==> src/rtl/z_to_z_stream_unit.sv <==
// Lane-wise fixed-point product of activation and dense derivatives, optionally
// scaled by a cost row, emitted diagonally skewed for the systolic array.
module z_to_z_stream_unit #(
  parameter int DATA_SIZE = 16,
  parameter int FRAC_BITS = 8,
  parameter int SIZE      = 3,
  parameter int ROWS      = 3,
  parameter int CNT_W     = (ROWS > 1) ? $clog2(ROWS) : 1
) (
  input  logic                      clk,
  input  logic                      rst_n,
  input  logic                      in_valid,
  input  logic                      set_diff_act,
  input  logic [DATA_SIZE*SIZE-1:0] diff_act,
  input  logic [DATA_SIZE*SIZE-1:0] diff_dense,
  input  logic [DATA_SIZE*SIZE-1:0] diff_cost,
  input  logic                      use_cost,
  input  logic                      start_new_layer,
  output logic [DATA_SIZE*SIZE-1:0] diff_z_to_z,
  output logic [SIZE-1:0]           out_valid,
  output logic [CNT_W-1:0]          row_idx,
  output logic                      layer_done,
  output logic                      sat_flag
);

  localparam int PW = 2*DATA_SIZE + 1;
  localparam logic [CNT_W-1:0] LAST_ROW = CNT_W'(ROWS - 1);
  localparam logic signed [PW-1:0] HALF = PW'(1) <<< (FRAC_BITS - 1);

  typedef logic signed [DATA_SIZE-1:0] lane_t;

  function automatic logic signed [PW-1:0] round_shift(input logic signed [PW-1:0] prod);
    return (prod + HALF) >>> FRAC_BITS;
  endfunction

  // Returns {clamped, value}; in range when all bits above the sign bit agree.
  function automatic logic [DATA_SIZE:0] saturate(input logic signed [PW-1:0] v);
    if (v[PW-1:DATA_SIZE-1] == {(PW-DATA_SIZE+1){v[PW-1]}})
      return {1'b0, v[DATA_SIZE-1:0]};
    else if (v[PW-1])
      return {1'b1, 1'b1, {(DATA_SIZE-1){1'b0}}};
    else
      return {1'b1, 1'b0, {(DATA_SIZE-1){1'b1}}};
  endfunction

  function automatic logic [DATA_SIZE:0] fmul(input lane_t a, input lane_t b);
    return saturate(round_shift(PW'(a) * PW'(b)));
  endfunction

  lane_t                act_q    [SIZE];
  lane_t                act_in   [SIZE];
  lane_t                dense_in [SIZE];
  lane_t                cost_in  [SIZE];
  logic [DATA_SIZE:0]   m_p0     [SIZE];
  lane_t                p_next   [SIZE];
  logic                 sat_p0;
  lane_t                p_p1     [SIZE];
  lane_t                cost_p1  [SIZE];
  logic                 vld_p1, use_cost_p1, last_p1;
  logic [DATA_SIZE:0]   m_p1     [SIZE];
  lane_t                r_next   [SIZE];
  logic                 sat_p1;
  lane_t                r_p2     [SIZE];
  logic                 vld_p2, last_p2;
  lane_t                lane_d   [SIZE];
  logic [SIZE-1:0]      lane_v;
  logic                 last_out;
  logic [CNT_W-1:0]     row_cnt;

  assign row_idx = start_new_layer ? '0 : row_cnt;

  // Stage p0: unpack lanes, bypass a freshly loaded activation, first multiply
  always_comb begin
    sat_p0 = 1'b0;
    for (int c = 0; c < SIZE; c++) begin
      act_in[c]   = diff_act[DATA_SIZE*(SIZE-c)-1 -: DATA_SIZE];
      dense_in[c] = diff_dense[DATA_SIZE*(SIZE-c)-1 -: DATA_SIZE];
      cost_in[c]  = diff_cost[DATA_SIZE*(SIZE-c)-1 -: DATA_SIZE];
      m_p0[c]     = fmul(set_diff_act ? act_in[c] : act_q[c], dense_in[c]);
      p_next[c]   = m_p0[c][DATA_SIZE-1:0];
      sat_p0      = sat_p0 | (in_valid & m_p0[c][DATA_SIZE]);
    end
  end

  always_ff @(posedge clk or negedge rst_n) begin
    if (!rst_n) begin
      act_q       <= '{default: '0};
      p_p1        <= '{default: '0};
      cost_p1     <= '{default: '0};
      vld_p1      <= 1'b0;
      use_cost_p1 <= 1'b0;
      last_p1     <= 1'b0;
      row_cnt     <= '0;
    end else begin
      if (set_diff_act) act_q <= act_in;
      p_p1        <= p_next;
      cost_p1     <= cost_in;
      vld_p1      <= in_valid;
      use_cost_p1 <= use_cost;
      last_p1     <= in_valid && (row_idx == LAST_ROW);
      if (in_valid)
        row_cnt <= (row_idx == LAST_ROW) ? '0 : row_idx + CNT_W'(1);
      else if (start_new_layer)
        row_cnt <= '0;
    end
  end

  // Stage p1: optional cost scaling
  always_comb begin
    sat_p1 = 1'b0;
    for (int c = 0; c < SIZE; c++) begin
      m_p1[c]   = fmul(p_p1[c], cost_p1[c]);
      r_next[c] = use_cost_p1 ? m_p1[c][DATA_SIZE-1:0] : p_p1[c];
      sat_p1    = sat_p1 | (vld_p1 & use_cost_p1 & m_p1[c][DATA_SIZE]);
    end
  end

  always_ff @(posedge clk or negedge rst_n) begin
    if (!rst_n) begin
      r_p2     <= '{default: '0};
      vld_p2   <= 1'b0;
      last_p2  <= 1'b0;
      sat_flag <= 1'b0;
    end else begin
      r_p2     <= r_next;
      vld_p2   <= vld_p1;
      last_p2  <= last_p1;
      sat_flag <= (sat_flag & ~start_new_layer) | sat_p0 | sat_p1;
    end
  end

  // Stage p2: lane c waits c extra cycles; bubbles read as zero
  for (genvar c = 0; c < SIZE; c++) begin : g_lane
    if (c == 0) begin : g_direct
      assign lane_d[c] = r_p2[c];
      assign lane_v[c] = vld_p2;
    end else begin : g_dly
      lane_t        d [c];
      logic [c-1:0] v;
      always_ff @(posedge clk or negedge rst_n) begin
        if (!rst_n) begin
          d <= '{default: '0};
          v <= '0;
        end else begin
          d[0] <= r_p2[c];
          v[0] <= vld_p2;
          for (int k = 1; k < c; k++) begin
            d[k] <= d[k-1];
            v[k] <= v[k-1];
          end
        end
      end
      assign lane_d[c] = d[c-1];
      assign lane_v[c] = v[c-1];
    end
    assign diff_z_to_z[DATA_SIZE*(SIZE-c)-1 -: DATA_SIZE] = lane_v[c] ? lane_d[c] : '0;
  end

  if (SIZE > 1) begin : g_last_dly
    logic [SIZE-2:0] last_sk;
    always_ff @(posedge clk or negedge rst_n) begin
      if (!rst_n) begin
        last_sk <= '0;
      end else begin
        last_sk[0] <= last_p2;
        for (int k = 1; k < SIZE-1; k++) last_sk[k] <= last_sk[k-1];
      end
    end
    assign last_out = last_sk[SIZE-2];
  end else begin : g_last_direct
    assign last_out = last_p2;
  end

  assign out_valid  = lane_v;
  assign layer_done = lane_v[SIZE-1] & last_out;

endmodule

==> config.mk <==
export PLATFORM = sky130hd
export DESIGN_NAME = z_to_z_stream_unit
export DESIGN_NICKNAME = d
export VERILOG_FILES = /design/src/rtl/z_to_z_stream_unit.sv
export SDC_FILE = /design/constraint.sdc
export NUM_CORES = 2
export LEC_CHECK = 0
export ABC_AREA = 1
export CAP_MARGIN = 20
export CORE_MARGIN = 4
export CORE_UTILIZATION = 54
export CTS_BUF_LIST = sky130_fd_sc_hd__clkbuf_8
export CTS_CLUSTER_DIAMETER = 40
export DETAILED_ROUTE_END_ITERATION = 16
export PLACE_DENSITY = 0.71
export SLEW_MARGIN = 0
export SYNTH_ARGS = -nofsm -noshare
export SYNTH_HDL_FRONTEND = slang
export SYNTH_SLANG_ARGS = --single-unit
==> constraint.sdc <==
create_clock -name clk -period 6.1 [get_ports clk]
set_input_delay 0.915 -clock clk [delete_from_list [all_inputs] [get_ports clk]]
set_output_delay 0.915 -clock clk [all_outputs]
set_load 0.02 [all_outputs]
==> impl_metrics.toml <==
[synthesis]
synth_ff_type = "dfrtp_1"
synth-adder-area-share_pct = 52.0
synthArstFlopShare_pct = 100
synth_top_family_by_area = "adder cells"
synth.area.mux_share_pct = 0
ys_seq_elements = 252
yosysSeqAreaShare_pct = 8.64
netlist_instances = 9325
synth_edf_count = 0
synth_area_leaders = "fa_1 44%, inv_1 14%, nand2_1 12%"
synth_nets = 11500
synth_top_area_share_pct = 43.9
yosys_warnings = 0
synth_compound_area_share_pct = 3.29
yosys.area_share.xor_xnor_pct = 1.54
yosysUniqueCellTypes = 50
syn_area_mm2 = 0.0730
synth-simple-area-share_pct = 19.0
syn_avg_cell_area_um2 = 7.83
synth_top_area_cell = "fa_1"

[clock_network]
h-tree-depth = 2
cts_buffers = 58
clock_latency_ns = 0.77
cts_root_buf = "clkbuf_8"
clk_transition_reported_paths_ns = 0.06
clockBufferDepth = 3
ctsHoldBuffers = 0
cts_sinks = 252
cts_tree = "built"

[outcome]
violations = "setup timing"
status = "finished with violations"

[timing]
worstMarginPinSlew_ns = 0.891
slew-limit-headroom_pct = 40.6
fin_skew_ns = 0.0609
rsz0062_at_grt = "true"
fin_ws_ns = -0.660
slew_violations = 0
setup_viol = 92
period_needed_ns = 6.76
fin_worst_hold_slack_ns = 0.131
fin_crit_sh_pct = 111
finalHoldViolations = 0
fmax_mhz = 148

[finish]
nFillCells = 10800
final_common_cell = "inv_1"
register_area_mm2 = 0.00635
multiInputGateArea_mm2 = 0.0585
area_growth_pct = 26.8
nets = 12900
drive_gt1_share_pct = 21.7
layout_common_cells = "2583 x inv_1, 2215 x nand2_1, 1536 x fa_1"

[critical_path]
required_ns = 6.70
worstPathMaxFanout = 12
arrival_ns = 7.36
endpoint_kind = "register"
cpMostUsedCell = "nand2_1"
slowest_delay_ns = 0.58
rr_worst_depth = 34
cp-start-kind = "input port"
cpMaxStageDelayCell = "fa_2"
crit_type = "in2reg"

[routing]
avgRoutedWirePerCell_um = 17.1
via_count = 62600
drt_first_pass_iters = 6
drc = 0
drt_iter0_drc = 3730
routed_via_density = 5.02
drt.antenna.violating_nets = 0
routed_wl_um = 214000

[global_routing]
grt_overflow = 0
globalRouteTotalUtil_pct = 31.1
first_global_vias = 68600
grt_use_met1_pct = 39.5
antenna_found_initial = 9
met3_usage_pct = 3.96
busiest_layer = "met2"
grt_pass1_wl_um = 350000
grt_use_met2_pct = 54.4
grt_max_degree = 144

[die]
core_mm2 = 0.134
fp-row-count = 134
dieHeight_um = 376
die_w_um = 376
initial_core_util_pct = 54.5
die_area_mm2 = 0.141
num_io_pins = 205

[placed_design]
io_buffers = 204
hpwl_um = 184000
place_congestion = 0.979

[worst_hold_path]
hold_path_class = "in2async"

[flow_run]
max_cap_violations = 0
[registers in the layout, summed over array words and instances, names as in the netlist]
signal,flops
g_lane.g_dly.v,2
g_last_dly.last_sk,2
cost_p1,48
last_p1,1
last_p2,1
act_q,48
r_p2,32
use_cost_p1,1
lane_d,16
g_lane.g_dly.d,48
p_p1,48
vld_p1,1
sat_flag,1
row_cnt,2
vld_p2,1
[worst max-delay path: cells and delay by family]
| family | cells | cell delay [ns] |
|---|---|---|
| AND/OR/NAND/NOR | 18 | 1.75 |
| buffers and inverters | 11 | 1.31 |
| AO/OA/AOI/OAI | 1 | 0.07 |
| adder cells (fa/ha/maj) | 7 | 3.27 |
[cell type report]
type,instances,area share [%]
diodes,7,0.0189
repair inverters,3,0.0216
multi-input cells,6091,63.2
clock buffers,64,0.952
well taps,1768,2.39
repair buffers,1572,14.9
flip-flops and latches,252,6.86
clock inverters,46,0.663
inverters,2680,11.0
[metal layers]
metal  vias to the layer above  wire length [um]
met5                         -                 3
met4                         2              9460
met3                       524             13200
met2                      2115            106000
met1                     30900             85100
li1                      29100                 -
[Yosys cell counts (2+ instances only)]
master,instances
a31oi_1,23
o21ai_2,11
buf_6,8
dfrtp_1,252
inv_1,2645
and3_1,12
nor2_4,7
fa_1,1602
clkbuf_1,259
xor2_1,63
nor2_2,6
nand3b_1,8
o221ai_1,2
a211oi_1,3
o21ai_1,48
a21oi_2,3
nor4_1,11
nor2_1,714
nor3_1,21
nand2_1,2351
nand2_4,8
nand3_2,7
buf_2,8
a21boi_0,4
clkinv_1,28
inv_2,7
and2_1,5
or2_2,72
a21oi_1,169
o21a_1,5
o21ai_0,111
nand2_2,28
ha_1,468
o21bai_1,28
xnor2_1,65
buf_1,13
a21o_1,17
nand3_1,173
buf_4,12
nand4_1,38
[path summary, 6_finish.rpt]
check / endpoint / from / slack [ns]
worst max-delay path: sat_flag / set_diff_act / -0.66
worst min-delay path: lane_d[43] / rst_n / 0.13
worst max register to register: sat_flag / p_p1[31] / -0.64
worst min register to register: g_lane[2].g_dly.d[17] / r_p2[1] / 0.34
max in group asynchronous: p_p1[29] / rst_n / 4.68
min in group clk: g_lane[2].g_dly.d[17] / r_p2[1] / 0.34
[cell families (layout without fill, tap and decap cells)]
kind of cell | after synthesis | count (layout)
compound gates | 428 | 428
xor+xnor | 128 | 128
fa+ha+maj | 2070 | 2070
buf+inv | 2983 | 4365
flops | 252 | 252
other cells | 0 | 7
simple gates | 3464 | 3465
[repair_timing]
| item | 4_1_cts | 5_1_grt |
|---|---|---|
| resized for setup | 502 | 288 |
| pin swaps | 178 | 114 |
| endpoints found under the setup margin | 94 | 96 |
| gates cloned | 10 | 2 |
| setup buffers | 100 | 25 |
[per-stage QoR]
stage,cell area (um^2),instances,setup WS [ns],TNS [ns],util [%]
CTS,91300,12400,-0.518,-35.28,68.2
floorplan,74000,9325,-0.917,-37.27,-
global route,92500,12500,-0.921,-68.97,69.2
detailed placement,86900,12200,-1.83,-106.26,65.0
finish,92500,12500,-0.660,-44.16,69.2
global placement,86900,12200,-1.82,-99.70,65.0
Power is left out: the tool's default activity adds up to more than one toggle a clock period on the data nets, which glitch-free logic cannot reach.
